File: src/rtl/data_cache_controller.sv
// data_cache_controller
//   Direct-mapped, write-back, write-allocate data cache for the memory stage.
//   16 lines x one 32-bit word; tag = addr[31:6], index = addr[5:2].
//   Hits complete with zero stall. Misses write back a dirty victim (if any)
//   and then fill the line over a single-outstanding req/ack memory port.
//   Per-line flush writes back a dirty line and invalidates it.
//
// Ports
//   iClk, iRst          clock, synchronous active-high reset
//   iTag, iIndex        tag / line index of the current access
//   iIndexFlush, iFlush line index to flush, flush request
//   iReadEn, iWriteEn   load / store request (both high = store)
//   iWriteData          store data
//   oReadData           load data, valid when iReadEn=1 and oStall=0
//   oStall              access or flush cannot complete this cycle
//   oMemReq, oMemWe     memory request (held until ack), 1 = write-back
//   oMemAddr, oMemWData word address (low bits 00) and write-back data
//   iMemAck, iMemRData  one-cycle acknowledge and fill data
module data_cache_controller (
  input  logic        iClk,
  input  logic        iRst,
  input  logic [25:0] iTag,
  input  logic [3:0]  iIndex,
  input  logic [3:0]  iIndexFlush,
  input  logic        iReadEn,
  input  logic        iWriteEn,
  input  logic [31:0] iWriteData,
  input  logic        iFlush,
  output logic [31:0] oReadData,
  output logic        oStall,
  output logic        oMemReq,
  output logic        oMemWe,
  output logic [31:0] oMemAddr,
  output logic [31:0] oMemWData,
  input  logic        iMemAck,
  input  logic [31:0] iMemRData
);

  localparam int LINES  = 16;
  localparam int TAG_W  = 26;
  localparam int DATA_W = 32;

  typedef enum logic [1:0] {
    IDLE      = 2'd0,
    WRITEBACK = 2'd1,
    FILL      = 2'd2,
    FLUSH_WB  = 2'd3
  } state_t;

  state_t state, state_nxt;

  logic [LINES-1:0]  valid;
  logic [LINES-1:0]  dirty;
  logic [TAG_W-1:0]  tags [LINES];
  logic [DATA_W-1:0] data [LINES];

  logic access;
  logic hit;
  logic victim_dirty;
  logic flush_dirty;
  logic is_idle;
  logic flush_clean_evt;
  logic write_hit_evt;
  logic fill_evt;
  logic flush_done_evt;

  assign access       = iReadEn | iWriteEn;
  assign hit          = valid[iIndex] && (tags[iIndex] == iTag);
  assign victim_dirty = valid[iIndex] & dirty[iIndex];
  assign flush_dirty  = valid[iIndexFlush] & dirty[iIndexFlush];
  assign is_idle      = (state == IDLE);

  // A flush request owns the IDLE cycle; any access presented alongside it waits.
  assign flush_clean_evt = is_idle & iFlush & ~flush_dirty;
  assign write_hit_evt   = is_idle & ~iFlush & iWriteEn & hit;
  // iMemAck only matters in the request states, where oMemReq is always high.
  assign fill_evt        = (state == FILL) & iMemAck;
  assign flush_done_evt  = (state == FLUSH_WB) & iMemAck;

  // State register
  always_ff @(posedge iClk) begin
    if (iRst) begin
      state <= IDLE;
    end else begin
      state <= state_nxt;
    end
  end

  // Next-state logic
  always_comb begin
    state_nxt = state;
    case (state)
      IDLE: begin
        if (iFlush) begin
          if (flush_dirty) state_nxt = FLUSH_WB;
        end else if (access && !hit) begin
          state_nxt = victim_dirty ? WRITEBACK : FILL;
        end
      end
      WRITEBACK: if (iMemAck) state_nxt = FILL;
      FILL:      if (iMemAck) state_nxt = IDLE;
      FLUSH_WB:  if (iMemAck) state_nxt = IDLE;
      default:   state_nxt = IDLE;
    endcase
  end

  // Outputs. Memory address/data are derived from the held core inputs and
  // from line state that does not change until the ack, so they stay stable
  // for the whole request.
  always_comb begin
    oReadData = '0;
    oStall    = 1'b1;
    oMemReq   = 1'b0;
    oMemWe    = 1'b0;
    oMemAddr  = '0;
    oMemWData = '0;
    case (state)
      IDLE: begin
        if (iFlush) begin
          oStall = flush_dirty | access;
        end else begin
          oStall = access & ~hit;
          if (iReadEn && hit) oReadData = data[iIndex];
        end
      end
      WRITEBACK: begin
        oMemReq   = 1'b1;
        oMemWe    = 1'b1;
        oMemAddr  = {tags[iIndex], iIndex, 2'b00};
        oMemWData = data[iIndex];
      end
      FILL: begin
        oMemReq  = 1'b1;
        oMemAddr = {iTag, iIndex, 2'b00};
      end
      FLUSH_WB: begin
        oMemReq   = 1'b1;
        oMemWe    = 1'b1;
        oMemAddr  = {tags[iIndexFlush], iIndexFlush, 2'b00};
        oMemWData = data[iIndexFlush];
      end
      default: ;
    endcase
  end

  // Line control bits
  always_ff @(posedge iClk) begin
    if (iRst) begin
      valid <= '0;
      dirty <= '0;
    end else begin
      if (flush_clean_evt) begin
        valid[iIndexFlush] <= 1'b0;
        dirty[iIndexFlush] <= 1'b0;
      end
      if (write_hit_evt) begin
        dirty[iIndex] <= 1'b1;
      end
      if (fill_evt) begin
        valid[iIndex] <= 1'b1;
        dirty[iIndex] <= 1'b0;
      end
      if (flush_done_evt) begin
        valid[iIndexFlush] <= 1'b0;
        dirty[iIndexFlush] <= 1'b0;
      end
    end
  end

  // Tag and data arrays; meaningless while the valid bit is clear
  always_ff @(posedge iClk) begin
    if (write_hit_evt) begin
      data[iIndex] <= iWriteData;
    end
    if (fill_evt) begin
      data[iIndex] <= iMemRData;
      tags[iIndex] <= iTag;
    end
  end

endmodule
File: config.mk
export PLATFORM = sky130hd
export DESIGN_NAME = data_cache_controller
export DESIGN_NICKNAME = d
export VERILOG_FILES = /design/src/rtl/data_cache_controller.sv
export SDC_FILE = /design/constraint.sdc
export NUM_CORES = 1
export LEC_CHECK = 0
export CORE_ASPECT_RATIO = 1.1
export CORE_MARGIN = 3
export CORE_UTILIZATION = 25
export CTS_BUF_LIST = sky130_fd_sc_hd__clkbuf_2
export CTS_CLUSTER_DIAMETER = 100
export DETAILED_ROUTE_END_ITERATION = 8
export GPL_TIMING_DRIVEN = 0
export PLACE_DENSITY_LB_ADDON = 0.2
export SLEW_MARGIN = 20
export SYNTH_ARGS = -nofsm -noshare
export SYNTH_HDL_FRONTEND = slang
export SYNTH_SLANG_ARGS = --single-unit
File: constraint.sdc
create_clock -name iClk -period 9.3 [get_ports iClk]
set_input_delay 1.86 -clock iClk [delete_from_list [all_inputs] [get_ports iClk]]
set_output_delay 1.86 -clock iClk [all_outputs]
set_load 0.02 [all_outputs]
==> results.json <==
{
  "worst_slew_pin_slew_ns": 1.30,
  "hold_class": "reg2reg",
  "ir_worst_vdd_mv": 0.117,
  "layout_commonest_cell": "edfxtp_1",
  "reg2reg_depth": 14,
  "arrival_ns": 7.37,
  "netlist.area_leader.share_pct": 59.2,
  "io_pins": 203,
  "maxCapViolations": 0,
  "place_ws_ns": -1.56,
  "hold_viol_final": 0,
  "holdPathEnd": "dirty[7]",
  "cts_sinks": 962,
  "slew_violations": 0,
  "nets": 3300,
  "ant_nets": 0,
  "synth-seq-cells": 962,
  "setup.worst_path.class": "in2out",
  "yosys.area.top_type": "edfxtp_1",
  "rr_startpoint": "state[0]",
  "dp_hpwl_um": 136000,
  "end_kind": "output pin",
  "vias": 30700,
  "cts_tree": "built",
  "via_per_inst": 5.29,
  "grt_pass1_vias": 31500,
  "synth_area_um2": 47000,
  "clk_path_buf_depth": 4,
  "startpoint_type": "input pin",
  "antenna_found_initial": 14,
  "die_x_um": 420,
  "p_leak_nw": 18.5,
  "rsz0062_at_grt": "false",
  "area_growth_syn_to_layout_pct": 19.7,
  "period_share_pct": 99.2,
  "ys_seq_area_share_pct": 60.7,
  "final.setup_skew_ns": 0.150,
  "wl_um": 190000,
  "postSynthCellCount": 2558,
  "drive_above_1_share_pct": 39.1,
  "clock_latency_ns": 1.72,
  "portBuffers": 195,
  "outcome": "finished clean",
  "cts_buffers": 281,
  "whs_path_depth": 2,
  "dieArea_um2": 193000,
  "whs_ns": 0.506,
  "clkTransAtPathRegs_ns": 0.08,
  "die_h_um": 461,
  "fin_ws_ns": 0.0714,
  "setup_viol": 0,
  "dr.first_iter.drc_count": 3190,
  "synthArstFlopShare_pct": 0,
  "synth-edff-count": 928,
  "drcViolationCount": 0,
  "cts_hold_buf": 0,
  "p_per_area_nw_per_um2": 175,
  "ys.flop_type": "edfxtp_1",
  "yosys.cell_types.count": 70,
  "h-tree-depth": 5,
  "grt_max_degree": 25,
  "r2r-end": "data[10][6]",
  "syn_avg_cell_area_um2": 18.4,
  "routedWlPerCell_um": 32.6,
  "required_ns": 7.44,
  "ys_top_cells_by_area": "edfxtp_1 (59%), mux4_2 (25%), mux2i_1 (2.5%)",
  "track_usage_pct": 19.4,
  "rrSetupSlack_ns": 3.55,
  "cts-root-buf": "clkbuf_2",
  "max_slew_margin_pct": 13.2,
  "rows": 166,
  "place.gp.congestion": 0.891,
  "initial_utilization_pct": 25.2,
  "final_cell_mix": "edfxtp_1 (928), mux4_2 (525), clkbuf_2 (431)",
  "yosys_warnings": 0,
  "cp_max_fo": 11,
  "fmaxAchievable_mhz": 108,
  "core_area_um2": 187000,
  "grt_overflow": 0,
  "hold_path_startpoint": "dirty[7]",
  "dr.pass1.iters": 6,
  "grt_pass1_wl_um": 258000,
  "final.min_clock_period_ns": 9.23
}
cell usage after synthesis, drive strengths merged (3+ instances only):
cell type  count
o32ai          3
o211ai         3
nor3          25
a211o         12
a211oi        16
or2            9
o31ai          3
nor2b         44
a32o           7
and3          34
a21oi         24
a2111oi        7
dfxtp         34
nor2          52
inv           16
o21ai         59
a31oi          9
o2bb2ai        3
nand2        184
buf           84
a22o          16
a22oi         30
edfxtp       928
o2111ai        5
xnor2         18
nand4          6
xor2           8
nand3         25
nor4           4
mux2i        119
o21a           7
mux2          51
o22ai         14
mux4         525
a221oi         6
o221ai         3
nand2b        14
and2           5
nor3b          3
or3            5
clkbuf       118
stage by stage:
stage | power, mW | TNS, ns | instances | utilization, % | area, um^2
2_1_floorplan | 5.99 | 0 | 2559 | - | 47000
3_3_place_gp | 6.90 | -3445.45 | 5190 | 27.9 | 52000
3_5_place_dp | 6.93 | -80.39 | 5349 | 28.9 | 53900
4_1_cts | 9.95 | 0 | 5793 | 30.1 | 56200
5_1_grt | 10.3 | 0 | 5801 | 30.2 | 56300
6_report | 9.84 | 0 | 5807 | 30.2 | 56300
area by class of cell:
| type | count | area (um^2) |
|---|---|---|
| clock inverter | 54 | 235 |
| timing repair buffer | 355 | 3570 |
| buffer | 201 | 1050 |
| tap | 2436 | 3050 |
| clock buffer | 390 | 1950 |
| sequential | 962 | 28500 |
| inverter | 16 | 60.1 |
| multi-input combinational | 1379 | 17800 |
| antenna | 14 | 35.0 |
| fill | 18600 | 130000 |
power breakdown:
part           switching, mW  total, mW  internal, mW
sequential            0.0261       4.95          4.92
combinational           1.21       1.88         0.671
clock                   1.87       3.01          1.14
total                   3.11       9.84          6.73
worst max-delay path by stage:
| stage | from | endpoint | slack, ns | cells after the start |
|---|---|---|---|---|
| 3_3_place_gp | iIndex[1] | data[4][12] | -7.19 | 13 |
| 6_report | iIndex[2] | oReadData[21] | 0.07 | 14 |
| 3_5_place_dp | iIndex[1] | oReadData[29] | -1.56 | 15 |
| 2_1_floorplan | iIndex[1] | data[0][0] | 1.16 | 12 |
| 4_1_cts | iIndex[0] | oReadData[21] | 0.03 | 17 |
| 5_1_grt | iIndex[1] | oReadData[21] | 0.05 | 16 |
metal layers:
metal  vias up  wire length (um)  GRT usage [%]
met5         -                20              0
met4         2              6710           7.68
met3       369             14000           3.68
met2      1611             91200           31.8
met1     16500             77600           25.4
li1      12300                 -              -
critical path, cell delays in order:
cell and delay (ns):
clkdlybuf4s50_1 0.71, clkbuf_2 0.35, clkbuf_2 0.44, nand2b_1 0.20
clkbuf_1 0.84, a31oi_1 0.17, a2111oi_2 0.45, o2111ai_4 0.27
nor4_4 0.33, buf_4 0.24, buf_4 0.23, clkbuf_4 0.29
and3_1 0.30, clkdlybuf4s50_1 0.64
state kept, by name, summed over array words and instances, names as in the netlist:
| name | cells |
|---|---|
| data | 512 |
| dirty | 16 |
| state | 2 |
| tags | 416 |
| valid | 16 |
timing repair:
item	4_1_cts	5_1_grt
resized for setup	45	6
cloned	0	0
setup buffers	0	0
setup endpoints to repair	65	3
pin swaps	0	2
logic make-up after synthesis:
kind of cell    synth area share [%]
flops                           60.7
mux                             28.9
simple gates                    4.25
compound gates                  3.64
buf+inv                         2.05
xor+xnor                       0.484
other cells                  0.00797
Note: power is estimated with default switching activity, not from simulation.
